`config.mk`:
```
export PLATFORM = sky130hd
export DESIGN_NAME = text_mem_arbiter
export DESIGN_NICKNAME = d
export VERILOG_FILES = /design/src/rtl/txt_pkg.sv /design/src/rtl/text_mem_arbiter_rr_picker.sv /design/src/rtl/text_mem_arbiter.sv
export SDC_FILE = /design/constraint.sdc
export NUM_CORES = 1
export LEC_CHECK = 0
export BUFFER_PORTS_ARGS = -buffer_cell sky130_fd_sc_hd__buf_2
export CELL_PAD_IN_SITES_DETAIL_PLACEMENT = 0
export CELL_PAD_IN_SITES_GLOBAL_PLACEMENT = 1
export CORE_UTILIZATION = 26
export CTS_BUF_LIST = sky130_fd_sc_hd__clkbuf_16
export DETAILED_ROUTE_END_ITERATION = 12
export PLACE_DENSITY = 0.86
export SLEW_MARGIN = 10
export SYNTH_ARGS = -nofsm -noshare
export SYNTH_HDL_FRONTEND = slang
export SYNTH_HIERARCHICAL = 1
export SYNTH_SLANG_ARGS = --single-unit
```
`constraint.sdc`:
```
create_clock -name clk -period 2.41 [get_ports clk]
set_input_delay 0.3615 -clock clk [delete_from_list [all_inputs] [get_ports clk]]
set_output_delay 0.3615 -clock clk [all_outputs]
set_load 0.05 [all_outputs]
```
`src/rtl/txt_pkg.sv`:
```
// rtl/txt_pkg.sv - shared types and default widths for the text/pattern RAM path
package txt_pkg;

   // Default RAM geometry, shared with the search datapath.
   localparam int TXT_ADDR_W = 8;
   localparam int TXT_DATA_W = 8;

   typedef enum logic {
      ST_IDLE = 1'b0,
      ST_OWN  = 1'b1
   } arb_state_t;

endpackage

```
`src/rtl/text_mem_arbiter_rr_picker.sv`:
```
// rtl/text_mem_arbiter_rr_picker.sv - combinational round-robin winner select
//  Ports:
//   req    in  N   request vector
//   ptr    in  W   highest-priority index for this pick
//   winner out W   first set req at or after ptr, wrapping mod N
//   found  out 1   any req set
module rr_picker #(
   parameter int N = 3,
   parameter int W = $clog2(N)
) (
   input  logic [N-1:0] req,
   input  logic [W-1:0] ptr,
   output logic [W-1:0] winner,
   output logic         found
);

   // Scan offsets from farthest to nearest so the nearest hit is the last
   // assignment and wins.
   always_comb begin
      winner = '0;
      found  = 1'b0;
      for (int i = N - 1; i >= 0; i--) begin
         int idx;
         idx = (int'(ptr) + i) % N;
         if (req[idx]) begin
            winner = W'(idx);
            found  = 1'b1;
         end
      end
   end

endmodule

```
`src/rtl/text_mem_arbiter.sv`:
```
// rtl/text_mem_arbiter.sv - round-robin arbiter sharing the single-port text RAM
//  Ports:
//   clk, rst (sync, active-low)
//   req/lock/we [N_REQ], addr/wdata packed per requester
//   gnt [N_REQ] one-hot registered grant, rvalid [N_REQ], rdata shared
//   mem_en/mem_we/mem_addr/mem_wdata to RAM, mem_rdata from RAM (1-cycle latency)
//   busy = not idle
module text_mem_arbiter
   import txt_pkg::*;
#(
   parameter int N_REQ    = 3,
   parameter int ADDR_W   = TXT_ADDR_W,
   parameter int DATA_W   = TXT_DATA_W,
   parameter int MAX_HOLD = 16
) (
   input  logic                     clk,
   input  logic                     rst,
   input  logic [N_REQ-1:0]         req,
   input  logic [N_REQ-1:0]         lock,
   input  logic [N_REQ-1:0]         we,
   input  logic [N_REQ*ADDR_W-1:0]  addr,
   input  logic [N_REQ*DATA_W-1:0]  wdata,
   output logic [N_REQ-1:0]         gnt,
   output logic [N_REQ-1:0]         rvalid,
   output logic [DATA_W-1:0]        rdata,
   output logic                     mem_en,
   output logic                     mem_we,
   output logic [ADDR_W-1:0]        mem_addr,
   output logic [DATA_W-1:0]        mem_wdata,
   input  logic [DATA_W-1:0]        mem_rdata,
   output logic                     busy
);

   localparam int PTR_W = $clog2(N_REQ);
   localparam int HC_W  = $clog2(MAX_HOLD + 1);

   arb_state_t       state, state_d;
   logic [PTR_W-1:0] ptr, ptr_d;
   logic [PTR_W-1:0] owner, owner_d;
   logic [PTR_W-1:0] owner_inc;
   logic [PTR_W-1:0] winner;
   logic [PTR_W-1:0] rd_owner;
   logic [HC_W-1:0]  hold_cnt, hold_d;
   logic [N_REQ-1:0] owner_oh;
   logic [N_REQ-1:0] gnt_d;
   logic             found;
   logic             rd_pend;
   logic             others_req;
   logic             hold_limit;

   rr_picker #(
      .N (N_REQ),
      .W (PTR_W)
   ) u_picker (
      .req    (req),
      .ptr    (ptr),
      .winner (winner),
      .found  (found)
   );

   assign owner_oh   = N_REQ'(1) << owner;
   assign others_req = |(req & ~owner_oh);
   assign hold_limit = (hold_cnt == HC_W'(MAX_HOLD - 1));
   assign owner_inc  = (owner == PTR_W'(N_REQ - 1)) ? '0 : owner + 1'b1;

   // RAM side: the access strobe follows the live req of the owner so a
   // request dropped in the grant cycle produces no access.
   always_comb begin
      mem_en    = (state == ST_OWN) && req[owner];
      mem_we    = mem_en && we[owner];
      mem_addr  = addr[owner*ADDR_W +: ADDR_W];
      mem_wdata = wdata[owner*DATA_W +: DATA_W];
   end

   always_comb begin
      state_d = state;
      ptr_d   = ptr;
      owner_d = owner;
      hold_d  = hold_cnt;
      case (state)
         ST_IDLE: begin
            if (found) begin
               state_d = ST_OWN;
               owner_d = winner;
               hold_d  = '0;
            end
         end
         ST_OWN: begin
            if (req[owner] && hold_cnt != HC_W'(MAX_HOLD))
               hold_d = hold_cnt + 1'b1;
            // A lone locked owner keeps the RAM indefinitely; the hold limit
            // only bites while someone else is waiting.
            if (!(req[owner] && lock[owner] && !(hold_limit && others_req))) begin
               state_d = ST_IDLE;
               ptr_d   = owner_inc;
            end
         end
         default: state_d = ST_IDLE;
      endcase
      gnt_d = (state_d == ST_OWN) ? (N_REQ'(1) << owner_d) : '0;
   end

   always_ff @(posedge clk) begin
      if (!rst) begin
         state    <= ST_IDLE;
         ptr      <= '0;
         owner    <= '0;
         hold_cnt <= '0;
         gnt      <= '0;
         rd_pend  <= 1'b0;
         rd_owner <= '0;
      end else begin
         state    <= state_d;
         ptr      <= ptr_d;
         owner    <= owner_d;
         hold_cnt <= hold_d;
         gnt      <= gnt_d;
         // Read return is tracked independently of the grant so data still
         // reaches its requester after a handover or a drop to idle.
         rd_pend  <= mem_en && !mem_we;
         rd_owner <= owner;
      end
   end

   assign rvalid = rd_pend ? (N_REQ'(1) << rd_owner) : '0;
   assign rdata  = mem_rdata;
   assign busy   = (state != ST_IDLE);

endmodule

```
==> results of run 1 <==
-- layer usage --
metal	routed length, um	vias to the layer above	track usage
met2	1880	39	0.218
met3	224	3	0.0326
li1	-	796	-
met5	0	-	0
met4	18	0	0.0333
met1	1910	677	0.165
-- placed cells by master (no fill, tap or decap), drive strengths merged, types with 3 or more instances in the layout --
master,synthesis,final
nor2b,7,7
o21ai,16,16
and3,5,5
ha,6,6
and2,3,3
mux2i,25,25
buf,11,88
o211ai,3,3
a21oi,5,5
inv,10,10
nor3b,7,7
dfxtp,16,16
nor2,8,8
nand2,22,22
clkbuf,7,3
-- stage by stage --
step                      setup WS (ns)   util  cells  cell area (um^2)
after global routing             0.0337  0.363    331              2020
after CTS                        0.0804  0.363    331              2020
final                             0.157  0.363    331              2020
after global placement            0.168  0.349    327              1940
after detailed placement          0.118  0.349    327              1940
after floorplan                  0.0993      -    185              1510
-- area by class of cell --
type	count	area [um^2]
clock buffer	3	75.1
multi-input combinational	141	1040
clock inverter	1	3.75
timing repair buffer	88	453
inverter	10	37.5
fill	601	3550
sequential	16	320
tap	72	90.1
-- worst paths after layout --
kind	startpoint	end	slack [ns]
hold / removal	we[1]	rd_pend$_SDFF_PN0_	0.49
hold reg to reg	ptr[0]$_SDFFE_PN0P_	ptr[0]$_SDFFE_PN0P_	0.51
setup / recovery	ptr[1]$_SDFFE_PN0P_	owner[0]$_SDFF_PN0_	0.16
setup reg to reg	ptr[1]$_SDFFE_PN0P_	owner[0]$_SDFF_PN0_	0.16
-- what timing repair did --
| item | CTS | global route |
|---|---|---|
| setup endpoints to repair | 0 | 5 |
| setup buffers | 0 | 0 |
| resized for setup | 0 | 1 |
-- logic make-up after synthesis --
| group | after synthesis | share of synthesized area |
|---|---|---|
| flops | 16 | 0.212 |
| simple gates | 65 | 0.247 |
| buf+inv | 28 | 0.100 |
| fa+ha+maj | 6 | 0.0496 |
| compound gates | 44 | 0.219 |
| mux | 26 | 0.173 |
-- power groups by stage --
stage	Clock [mW]	Sequential, mW	Combinational, mW
2_1_floorplan	0	0.342	0.501
3_3_place_gp	0	0.321	0.646
3_5_place_dp	0	0.321	0.651
4_1_cts	0.329	0.316	0.653
5_1_grt	0.339	0.319	0.702
6_report	0.322	0.316	0.653
-- worst register-to-register path, cell delays in order, from the launching register on --
cell	delay (ns)
sky130_fd_sc_hd__dfxtp_1	0.38
sky130_fd_sc_hd__inv_1	0.06
sky130_fd_sc_hd__ha_1	0.28
sky130_fd_sc_hd__nor2b_1	0.19
sky130_fd_sc_hd__o31a_1	0.29
sky130_fd_sc_hd__a2111o_1	0.31
sky130_fd_sc_hd__nand2_1	0.18
sky130_fd_sc_hd__buf_4	0.17
sky130_fd_sc_hd__mux2i_1	0.22
sky130_fd_sc_hd__nor2b_1	0.07
-- sequential cells by signal, indices dropped and copies added (netlist names) --
signal    count
gnt           3
rd_pend       1
busy          1
hold_cnt      5
rd_owner      2
ptr           2
owner         2
==> load_flow_metrics.sql, run 1 <==
INSERT INTO impl_metrics (metric_group, metric, value, unit) VALUES
('worst_setup_path', 'worst-r2r-cell-count', '9', ''),
('power_and_ir_drop', 'clkPwrFrac', '0.249', ''),
('global_routing', 'grt_first_pass_wirelength', '6.42', 'mm'),
('timing', 'max_slew.worst_pin.slew', '0.387', 'ns'),
('global_routing', 'grt_max_degree', '19', ''),
('die', 'die_area', '6130', 'um^2'),
('die', 'dieHeight', '78.3', 'um'),
('power_and_ir_drop', 'power.share.combinational', '0.506', ''),
('timing', 'setup_viol_count_final', '0', ''),
('yosys', 'yosys.area.top_type', 'sky130_fd_sc_hd__dfxtp_1', ''),
('min_path', 'timing.hold.worst.class', 'input pin to flip-flop', ''),
('worst_setup_path', 'cp-end-kind', 'flip-flop', ''),
('clock_tree', 'ctsHtreeMaxLevel', '1', ''),
('worst_setup_path', 'worst-endpoint-required', '2.55', 'ns'),
('power_and_ir_drop', 'netSwitchingFraction', '0.437', ''),
('yosys', 'synth_top_cells_by_area', 'sky130_fd_sc_hd__dfxtp_1, sky130_fd_sc_hd__mux2i_1, sky130_fd_sc_hd__nand2_1, sky130_fd_sc_hd__o21ai_0, sky130_fd_sc_hd__ha_1', ''),
('clock_tree', 'clock-sinks', '16', ''),
('timing', 'hold_violations', '0', ''),
('yosys', 'synth.avg_cell_area', '8.18', 'um^2'),
('power_and_ir_drop', 'finalPower', '1.29', 'mW'),
('job', 'max_cap_violations', '0', ''),
('worst_setup_path', 'crit_family', 'compound AO/OA/AOI/OAI gates', ''),
('yosys', 'synth_largest_type_area_fraction', '0.212', ''),
('clock_tree', 'clock_pin_slew_worst_setup_and_hold_paths', '0.05', 'ns'),
('drt', 'first_iter_violations', '66', ''),
('global_routing', 'global_router_s_overall_resource_usage', '0.130', ''),
('timing', 'maxSlewHeadroom', '0.742', ''),
('clock_tree', 'max-clock-path-buffers', '2', ''),
('clock_tree', 'tritoncts_clock_tree', 'done', ''),
('worst_setup_path', 'timing.critical_path.fanout_max', '7', ''),
('global_routing', 'grt_remaining_overflow', '0', ''),
('drt', 'finalWirelength', '4.03', 'mm'),
('run_status', 'run_status', 'finished, final reports clean', ''),
('yosys', 'seq_area_frac_synth', '0.212', ''),
('placement', 'buffers_on_ports', '83', ''),
('yosys', 'synth_top_cells_by_count', 'sky130_fd_sc_hd__mux2i_1, sky130_fd_sc_hd__nand2_1, sky130_fd_sc_hd__dfxtp_1, sky130_fd_sc_hd__o21ai_0', ''),
('worst_setup_path', 'crit_path_top_delay_cell', 'sky130_fd_sc_hd__dfxtp_1', ''),
('timing', 'final.period_utilization', '0.935', ''),
('drt', 'detailedRoute.firstPassIterationCount', '4', ''),
('layout', 'flow.area_growth_from_synthesis', '33.7', '%'),
('min_path', 'timing.hold.worst_path_depth', '3', ''),
('placement', 'dp_hpwl', '3.16', 'mm'),
('worst_setup_path', 'critical_path_most_common_cell', 'sky130_fd_sc_hd__nor2b_1', ''),
('timing', 'grt_setup_unrepaired', 'no', ''),
('power_and_ir_drop', 'internal-power', '0.726', 'mW'),
('die', 'pin_count', '100', ''),
('die', 'rows', '27', ''),
('worst_setup_path', 'delay_of_the_slowest_cell_on_the_worst_path', '0.38', 'ns'),
('timing', 'timing.fmax', '0.444', 'GHz'),
('worst_setup_path', 'critical_path_arrival', '2.39', 'ns'),
('drt', 'drcViolationCount', '0', ''),
('global_routing', 'vias_in_the_first_global_route', '1414', ''),
('clock_tree', 'clk-insertion-delay-late', '0.25', 'ns'),
('layout', 'final_layout_size_suffix_gt1_frac', '0.405', ''),
('clock_tree', 'cts.root.buffer_cell', 'sky130_fd_sc_hd__clkbuf_16', ''),
('clock_tree', 'cts_hold_buffers', '0', ''),
('yosys', 'ys_ff_latch', '16', ''),
('drt', 'route.antenna.remaining_nets', '0', ''),
('yosys', 'ys_warn_count', '6', ''),
('worst_setup_path', 'timing.critical_path.depth', '9', ''),
('layout', 'num-nets-final', '333', ''),
('timing', 'minimum_period_implied_by_the_final_worst_setup_slack', '2.25', 'ns'),
('timing', 'timing.final.max_slew_violations', '0', ''),
('drt', 'detail_route.vias_per_cell', '4.58', ''),
('yosys', 'number_of_enable_flip_flop_cells_after_synthesis', '0', ''),
('yosys', 'dominantRegCellSynth', 'sky130_fd_sc_hd__dfxtp_1', ''),
('clock_tree', 'cts_made_buffers', '3', ''),
('global_routing', 'initial_antenna_violation_count', '0', ''),
('placement', 'globalplace.congestion', '0.741', ''),
('worst_setup_path', 'cp-start-kind', 'flip-flop', ''),
('yosys', 'asyncSetResetFlopFracSynth', '0', '');
Power figures use the tool's default switching activity.
==> inputs of run 2 (changes only) <==
--- a/config.mk
+++ b/config.mk
@@ -5,7 +5,7 @@
 export SDC_FILE = /design/constraint.sdc
 export NUM_CORES = 1
 export LEC_CHECK = 0
-export BUFFER_PORTS_ARGS = -buffer_cell sky130_fd_sc_hd__buf_2
+export BUFFER_PORTS_ARGS = -buffer_cell sky130_fd_sc_hd__buf_4
 export CELL_PAD_IN_SITES_DETAIL_PLACEMENT = 0
 export CELL_PAD_IN_SITES_GLOBAL_PLACEMENT = 1
 export CORE_UTILIZATION = 26
==> run 2 against run 1 <==
Net effect:
- die area stayed put
- non-clock buffer count stayed put
- flip-flop and latch count stayed put
- combinational power rose by 9.8%
- via count grew 0.73%
- core utilization grew 3.7 points
- global-route usage is 0.68 points higher
- routed wire length grew 5.2%
- first-iteration DRC count grew 110%
- fmax up 4.6%
- critical endpoint is now mem_we
- largest power group unchanged
==> load_flow_metrics.sql, run 2 (synthesis gave the netlist of run 1 again) <==
INSERT INTO impl_metrics (metric_group, metric, value, unit) VALUES
('timing', 'fin_ws', '0.257', 'ns'),
('worst_setup_path', 'delay_of_the_slowest_cell_on_the_worst_path', '0.53', 'ns'),
('power_and_ir_drop', 'internal-power', '0.786', 'mW'),
('die', 'die_area', '6130', 'um^2'),
('layout', 'num-nets-final', '333', ''),
('layout', 'final.fill_count', '578', ''),
('timing', 'grt_setup_unrepaired', 'no', ''),
('job', 'max_cap_violations', '0', ''),
('timing', 'fin_setup_tns', '0', 'ns'),
('layout', 'mostFrequentLayoutCells', 'sky130_fd_sc_hd__buf_4, sky130_fd_sc_hd__mux2i_1, sky130_fd_sc_hd__nand2_1, sky130_fd_sc_hd__o21ai_1, sky130_fd_sc_hd__dfxtp_1', ''),
('worst_setup_path', 'crit_path_top_delay_cell', 'sky130_fd_sc_hd__dfxtp_1', ''),
('timing', 'maxSlewHeadroom', '0.739', ''),
('layout', 'largest-register', 'hold_cnt', ''),
('power_and_ir_drop', 'power.density', '607', 'nW/um^2'),
('drt', 'first_iter_violations', '137', ''),
('placement', 'dp_hpwl', '3.31', 'mm'),
('clock_tree', 'cts.root.buffer_cell', 'sky130_fd_sc_hd__clkbuf_16', ''),
('global_routing', 'grt_first_pass_wirelength', '6.76', 'mm'),
('worst_setup_path', 'cp_cell_sequence', 'and2b_2, o2bb2ai_2, nand2_1, nor2_1, buf_4', ''),
('drt', 'detailroute.via_count', '1526', ''),
('layout', 'final_core_util', '0.400', ''),
('global_routing', 'grt_util_met3', '0.0360', ''),
('die', 'pin_count', '100', ''),
('placement', 'buffers_on_ports', '83', ''),
('clock_tree', 'clock_pin_slew_worst_setup_and_hold_paths', '0.05', 'ns'),
('clock_tree', 'ctsHtreeMaxLevel', '1', ''),
('placement', 'globalplace.congestion', '0.737', ''),
('timing', 'clock_skew', '0.00360', 'ns'),
('die', 'dieHeight', '78.3', 'um'),
('timing', 'max_slew.worst_pin.slew', '0.391', 'ns'),
('clock_tree', 'clock-sinks', '16', ''),
('die', 'rows', '27', ''),
('die', 'initial_utilization', '0.272', ''),
('global_routing', 'initial_antenna_violation_count', '0', ''),
('worst_setup_path', 'rrSetupSlack', '0.27', 'ns'),
('power_and_ir_drop', 'clkPwrFrac', '0.238', ''),
('timing', 'hold_violations', '0', ''),
('drt', 'route.detailed.wl_per_inst', '12.8', 'um'),
('layout', 'final_layout_size_suffix_gt1_frac', '0.405', ''),
('timing', 'minimum_period_implied_by_the_final_worst_setup_slack', '2.15', 'ns'),
('worst_setup_path', 'timing.critical_path.fanout_max', '11', ''),
('layout', 'antenna-diode-count', '0', ''),
('layout', 'flow.area_growth_from_synthesis', '47.4', '%'),
('clock_tree', 'clk-insertion-delay-late', '0.25', 'ns'),
('power_and_ir_drop', 'ir_worst_vdd', '0.000563', 'V'),
('drt', 'route.antenna.remaining_nets', '0', ''),
('power_and_ir_drop', 'netSwitchingFraction', '0.420', ''),
('timing', 'timing.fmax', '0.464', 'GHz'),
('worst_setup_path', 'cp-end-kind', 'output pin', ''),
('worst_setup_path', 'cp-start-kind', 'flip-flop', ''),
('timing', 'timing.final.max_slew_violations', '0', ''),
('layout', 'layout.cells.most_common', 'sky130_fd_sc_hd__buf_4', ''),
('drt', 'detail_route.vias_per_cell', '4.61', ''),
('clock_tree', 'cts_hold_buffers', '0', ''),
('min_path', 'timing.hold.worst_path_depth', '2', ''),
('drt', 'finalWirelength', '4.24', 'mm'),
('global_routing', 'grt_most_used_layer', 'met2', ''),
('global_routing', 'global_router_s_overall_resource_usage', '0.137', ''),
('global_routing', 'vias_in_the_first_global_route', '1381', ''),
('drt', 'drcViolationCount', '0', ''),
('min_path', 'timing.hold.worst.class', 'input pin to flip-flop', ''),
('layout', 'registers_with_the_most_flip_flops', 'hold_cnt: 5 flops, gnt: 3 flops', ''),
('global_routing', 'grt.met2_usage', '0.213', ''),
('layout', 'number_of_flip_flops_under_the_largest_register_name', '5', ''),
('drt', 'detailedRoute.firstPassIterationCount', '4', ''),
('clock_tree', 'tritoncts_clock_tree', 'done', ''),
('power_and_ir_drop', 'seq_power_share', '0.233', ''),
('run_status', 'run_status', 'finished, final reports clean', ''),
('power_and_ir_drop', 'leakage_dissipation', '0.988', 'nW'),
('worst_setup_path', 'critical_path_class', 'flip-flop to output pin', ''),
('die', 'die_width', '78.3', 'um'),
('placement', 'preCtsSetupSlack', '0.186', 'ns'),
('die', 'design.core.area', '5570', 'um^2'),
('timing', 'setup_viol_count_final', '0', ''),
('global_routing', 'grt_remaining_overflow', '0', ''),
('worst_setup_path', 'critical_path_arrival', '1.79', 'ns'),
('worst_setup_path', 'worst-endpoint-required', '2.05', 'ns'),
('worst_setup_path', 'worst-r2r-cell-count', '9', ''),
('global_routing', 'global_route.usage.met1', '0.190', ''),
('clock_tree', 'cts_made_buffers', '3', ''),
('clock_tree', 'max-clock-path-buffers', '2', ''),
('timing', 'final.period_utilization', '0.893', ''),
('global_routing', 'grt_max_degree', '19', ''),
('power_and_ir_drop', 'power.share.combinational', '0.529', ''),
('power_and_ir_drop', 'net-switching-power', '0.570', 'mW');
-- run 2: changes by cell type in the layout (fill, tap and decap cells not counted) --
| cell | delta |
|---|---|
| sky130_fd_sc_hd__buf_2 | -83 |
| sky130_fd_sc_hd__buf_4 | +83 |
-- run 2: final timing paths --
check / from / to
worst max register to register: ptr[0]$_SDFFE_PN0P_ / owner[1]$_SDFF_PN0_
worst min-delay path: rst / hold_cnt[4]$_SDFFE_PN0P_
worst max-delay path: owner[0]$_SDFF_PN0_ / mem_we
worst min register to register: ptr[0]$_SDFFE_PN0P_ / ptr[0]$_SDFFE_PN0P_
-- run 2: layer usage --
layer / vias to the layer above / share of wire
met1: 687 / 0.47
li1: 798 / -
met5: - / 0
met2: 39 / 0.46
met4: 0 / 0.0038
met3: 2 / 0.067
-- run 2: what timing repair did --
action | 4_1_cts | 5_1_grt
gates resized for setup | 0 | 1
setup endpoints to repair | 0 | 2
setup buffers | 0 | 0
-- run 2: cell type report --
cell class | instances | area, um^2 | share of cell area
Inverter | 10 | 37.5 | 0.0168
Clock buffer | 3 | 75.1 | 0.0336
Clock inverter | 1 | 3.75 | 0.00168
Tap cell | 72 | 90.1 | 0.0404
Timing Repair Buffer | 88 | 661 | 0.296
Sequential cell | 16 | 320 | 0.143
Multi-Input combinational cell | 141 | 1040 | 0.468
-- run 2: power groups by stage --
| stage | sequential (mW) | combinational, mW | clock, mW |
|---|---|---|---|
| CTS | 0.318 | 0.718 | 0.327 |
| global route | 0.322 | 0.768 | 0.341 |
| floorplan | 0.342 | 0.501 | 0 |
| finish | 0.316 | 0.717 | 0.322 |
| detailed placement | 0.323 | 0.716 | 0 |
| global placement | 0.322 | 0.711 | 0 |
-- run 2: critical path, delay by kind of cell (launching register included) --
| kind | cells | cell delay [ns] |
|---|---|---|
| flops | 1 | 0.53 |
| buf+inv | 1 | 0.20 |
| simple gates | 3 | 0.60 |
| compound gates | 1 | 0.21 |
-- run 2: metrics by stage --
step / power (mW) / instance area [um^2] / hold WS, ns / instances
after floorplan: 0.843 / 1510 / 0.484 / 185
after detailed placement: 1.04 / 2150 / 0.505 / 327
final: 1.36 / 2230 / 0.458 / 331
after global routing: 1.43 / 2230 / 0.462 / 331
after CTS: 1.36 / 2230 / 0.451 / 331
after global placement: 1.03 / 2150 / 0.500 / 327
==> inputs of run 3 (changes only) <==
--- a/config.mk
+++ b/config.mk
@@ -5,13 +5,14 @@
 export SDC_FILE = /design/constraint.sdc
 export NUM_CORES = 1
 export LEC_CHECK = 0
-export BUFFER_PORTS_ARGS = -buffer_cell sky130_fd_sc_hd__buf_4
 export CELL_PAD_IN_SITES_DETAIL_PLACEMENT = 0
 export CELL_PAD_IN_SITES_GLOBAL_PLACEMENT = 1
-export CORE_UTILIZATION = 26
+export CORE_MARGIN = 2
+export CORE_UTILIZATION = 39
 export CTS_BUF_LIST = sky130_fd_sc_hd__clkbuf_16
 export DETAILED_ROUTE_END_ITERATION = 12
-export PLACE_DENSITY = 0.86
+export DONT_BUFFER_PORTS = 1
+export PLACE_DENSITY = 0.85
 export SLEW_MARGIN = 10
 export SYNTH_ARGS = -nofsm -noshare
 export SYNTH_HDL_FRONTEND = slang
==> run 3 against run 2 <==
Net effect:
- core utilization rose by 6.9 points
- via count fell by 14%
- largest cell class unchanged
- critical endpoint is now gnt[0]$_SDFF_PP0_
- sequential power up 7.0%
- power decreased by 6.6%
- global-route usage is 2.4 points higher
- fmax down 1.8%
- clock-buffer cell count unchanged
==> load_flow_metrics.sql, run 3 (synthesis gave the netlist of run 1 again) <==
INSERT INTO impl_metrics (metric_group, metric, value, unit) VALUES
('drt', 'finalWirelength', '3.62', 'mm'),
('die', 'dieHeight', '66.3', 'um'),
('layout', 'ff_latch_area', '320', 'um^2'),
('power_and_ir_drop', 'power.density', '732', 'nW/um^2'),
('timing', 'fin_setup_tns', '0', 'ns'),
('worst_setup_path', 'critical_path_arrival', '2.32', 'ns'),
('drt', 'detailroute.wirelength.met3', '257', 'um'),
('timing', 'grt_setup_unrepaired', 'no', ''),
('worst_setup_path', 'cp_cell_sequence', 'inv_1, ha_2, nor2b_1, o31a_1, a2111o_1, nand2_1, buf_4, nor3_1, a21oi_1, nor3b_2', ''),
('drt', 'first_iter_violations', '35', ''),
('worst_setup_path', 'timing.critical_path.depth', '10', ''),
('power_and_ir_drop', 'net-switching-power', '0.543', 'mW'),
('layout', 'fin_cells', '242', ''),
('layout', 'mostFrequentLayoutCells', 'sky130_fd_sc_hd__mux2i_1, sky130_fd_sc_hd__nand2_1, sky130_fd_sc_hd__buf_4, sky130_fd_sc_hd__o21ai_1, sky130_fd_sc_hd__dfxtp_1', ''),
('worst_setup_path', 'timing.critical_path.fanout_max', '9', ''),
('worst_setup_path', 'delay_of_the_slowest_cell_on_the_worst_path', '0.35', 'ns'),
('min_path', 'worst_hold_startpoint', 'rst', ''),
('drt', 'wl_met2', '1.71', 'mm'),
('worst_setup_path', 'cp.buffers_inverters', '2', ''),
('die', 'pin_count', '100', ''),
('clock_tree', 'post_cts_resized', '0', ''),
('global_routing', 'initial_antenna_violation_count', '0', ''),
('die', 'initial_utilization', '0.410', ''),
('drt', 'dr.max_layer_used', 'met4', ''),
('placement', 'dp_cells', '238', ''),
('placement', 'dp_hpwl', '2.87', 'mm'),
('clock_tree', 'post_cts.repair.setup_buffers', '0', ''),
('clock_tree', 'ctsHtreeMaxLevel', '1', ''),
('layout', 'num-nets-final', '268', ''),
('die', 'rows', '22', ''),
('timing', 'hold_violations', '0', ''),
('layout', 'largest-register', 'hold_cnt', ''),
('drt', 'route.antenna.remaining_nets', '0', ''),
('min_path', 'timing.hold.worst_path_depth', '1', ''),
('worst_setup_path', 'cp-start-kind', 'flip-flop', ''),
('global_routing', 'grt_first_pass_wirelength', '5.56', 'mm'),
('job', 'max_cap_violations', '0', ''),
('clock_tree', 'clock-sinks', '16', ''),
('power_and_ir_drop', 'ir_worst_vdd', '0.000569', 'V'),
('clock_tree', 'cts.root.buffer_cell', 'sky130_fd_sc_hd__clkbuf_16', ''),
('layout', 'final_core_util', '0.469', ''),
('power_and_ir_drop', 'clkPwrFrac', '0.254', ''),
('global_routing', 'global_router_s_overall_resource_usage', '0.160', ''),
('drt', 'detail_route.vias_per_cell', '5.42', ''),
('clock_tree', 'max-clock-path-buffers', '2', ''),
('layout', 'registers_with_the_most_flip_flops', 'hold_cnt: 5 flops, gnt: 3 flops', ''),
('layout', 'layout.cells.most_common', 'sky130_fd_sc_hd__mux2i_1', ''),
('global_routing', 'grt_max_degree', '19', ''),
('timing', 'timing.final.max_slew_violations', '0', ''),
('drt', 'detailedRoute.firstPassIterationCount', '4', ''),
('worst_setup_path', 'crit_path_top_delay_cell', 'sky130_fd_sc_hd__dfxtp_1', ''),
('worst_setup_path', 'critical_path.reg2reg.startpoint', 'ptr[0]$_SDFFE_PN0P_', ''),
('timing', 'final.period_utilization', '0.909', ''),
('worst_setup_path', 'critical_path_class', 'flip-flop to flip-flop', ''),
('power_and_ir_drop', 'internal-power', '0.724', 'mW'),
('drt', 'routed_length_on_met1', '1.63', 'mm'),
('clock_tree', 'tritoncts_clock_tree', 'done', ''),
('layout', 'flow.area_growth_from_synthesis', '14.4', '%'),
('placement', 'globalplace.congestion', '0.755', ''),
('clock_tree', 'cts_hold_buffers', '0', ''),
('placement', 'buffers_on_ports', '0', ''),
('power_and_ir_drop', 'power.share.combinational', '0.479', ''),
('run_status', 'run_status', 'finished, final reports clean', ''),
('worst_setup_path', 'cp-end-kind', 'flip-flop', ''),
('timing', 'clock_skew', '0.00241', 'ns'),
('worst_setup_path', 'crit_family', 'compound AO/OA/AOI/OAI gates', ''),
('die', 'die_width', '66.3', 'um'),
('drt', 'route.detailed.wl_per_inst', '15.0', 'um'),
('layout', 'final.fill_count', '378', ''),
('timing', 'max_slew.worst_pin.slew', '0.846', 'ns'),
('global_routing', 'grt_remaining_overflow', '0', ''),
('timing', 'maxSlewHeadroom', '0.434', ''),
('clock_tree', 'clock_pin_slew_worst_setup_and_hold_paths', '0.05', 'ns'),
('min_path', 'timing.hold.worst.class', 'input pin to flip-flop', ''),
('layout', 'multi_input_comb_area', '1050', 'um^2'),
('drt', 'drcViolationCount', '0', ''),
('worst_setup_path', 'timing.rr.end', 'gnt[0]$_SDFF_PP0_', ''),
('power_and_ir_drop', 'netSwitchingFraction', '0.429', ''),
('die', 'die_area', '4400', 'um^2'),
('layout', 'final_layout_size_suffix_gt1_frac', '0.211', ''),
('timing', 'timing.fmax', '0.456', 'GHz'),
('clock_tree', 'cts_made_buffers', '3', ''),
('global_routing', 'vias_in_the_first_global_route', '1117', ''),
('layout', 'number_of_flip_flops_under_the_largest_register_name', '5', ''),
('layout', 'antenna-diode-count', '0', ''),
('worst_setup_path', 'worst-endpoint-required', '2.54', 'ns'),
('min_path', 'worstHoldEndpoint', 'hold_cnt[0]$_SDFFE_PN0P_', ''),
('drt', 'detailroute.via_count', '1312', ''),
('timing', 'minimum_period_implied_by_the_final_worst_setup_slack', '2.19', 'ns'),
('timing', 'setup_viol_count_final', '0', ''),
('clock_tree', 'clk-insertion-delay-late', '0.25', 'ns'),
('die', 'design.core.area', '3690', 'um^2'),
('power_and_ir_drop', 'seq_power_share', '0.267', ''),
('worst_setup_path', 'rrSetupSlack', '0.22', 'ns'),
('worst_setup_path', 'worst-r2r-cell-count', '10', ''),
('power_and_ir_drop', 'leakage_dissipation', '0.681', 'nW');
[run 3: cell count changes in the layout (fill, tap and decap cells not counted), sizes merged]
cell / before / now
buf: 88 / 23
[run 3: worst max-delay path by stage]
stage                                   end                 from  slack (ns)
after detailed placement  gnt[2]$_SDFF_PN0_  ptr[0]$_SDFFE_PN0P_        0.16
after floorplan           gnt[2]$_SDFF_PN0_  ptr[0]$_SDFFE_PN0P_         0.1
after global routing      gnt[1]$_SDFF_PP0_  ptr[0]$_SDFFE_PN0P_        0.05
after CTS                 gnt[0]$_SDFF_PP0_  ptr[0]$_SDFFE_PN0P_        0.14
final                     gnt[0]$_SDFF_PP0_  ptr[0]$_SDFFE_PN0P_        0.22
after global placement    gnt[2]$_SDFF_PN0_  ptr[0]$_SDFFE_PN0P_        0.23
[run 3: area by class of cell]
cell class	count	share of cell area
Sequential cell	16	0.185
Tap cell	48	0.0347
Clock buffer	3	0.0434
Multi-Input combinational cell	141	0.606
Timing Repair Buffer	23	0.107
Inverter	10	0.0217
Clock inverter	1	0.00217
[run 3: per-layer routing]
metal  GRT usage  up-vias
met5           0        -
met2       0.235       41
li1            -      668
met3      0.0460        4
met1       0.232      599
met4      0.0306        0
[run 3: power by group through the flow]
stage	registers, mW	logic (mW)	clock network [mW]
after floorplan	0.342	0.501	0
after global placement	0.344	0.600	0
after detailed placement	0.344	0.605	0
after CTS	0.339	0.607	0.330
after global routing	0.342	0.651	0.344
final	0.338	0.607	0.322
[run 3: through the flow]
stage               instance area [um^2]  setup WS [ns]  hold WS [ns]  power [mW]
floorplan                           1510         0.0993         0.484       0.843
global placement                    1650          0.230         0.481       0.944
detailed placement                  1650          0.156         0.485       0.950
CTS                                 1730          0.139         0.227        1.28
global route                        1730         0.0484         0.223        1.34
finish                              1730          0.218         0.231        1.27
[run 3: worst register-to-register path: cells and delay by family (launching register included)]
family | cells | cell delay [ns]
flip-flops | 1 | 0.35
buffers and inverters | 2 | 0.23
adder cells (fa/ha/maj) | 1 | 0.35
AO/OA/AOI/OAI | 3 | 0.76
AND/OR/NAND/NOR | 4 | 0.37
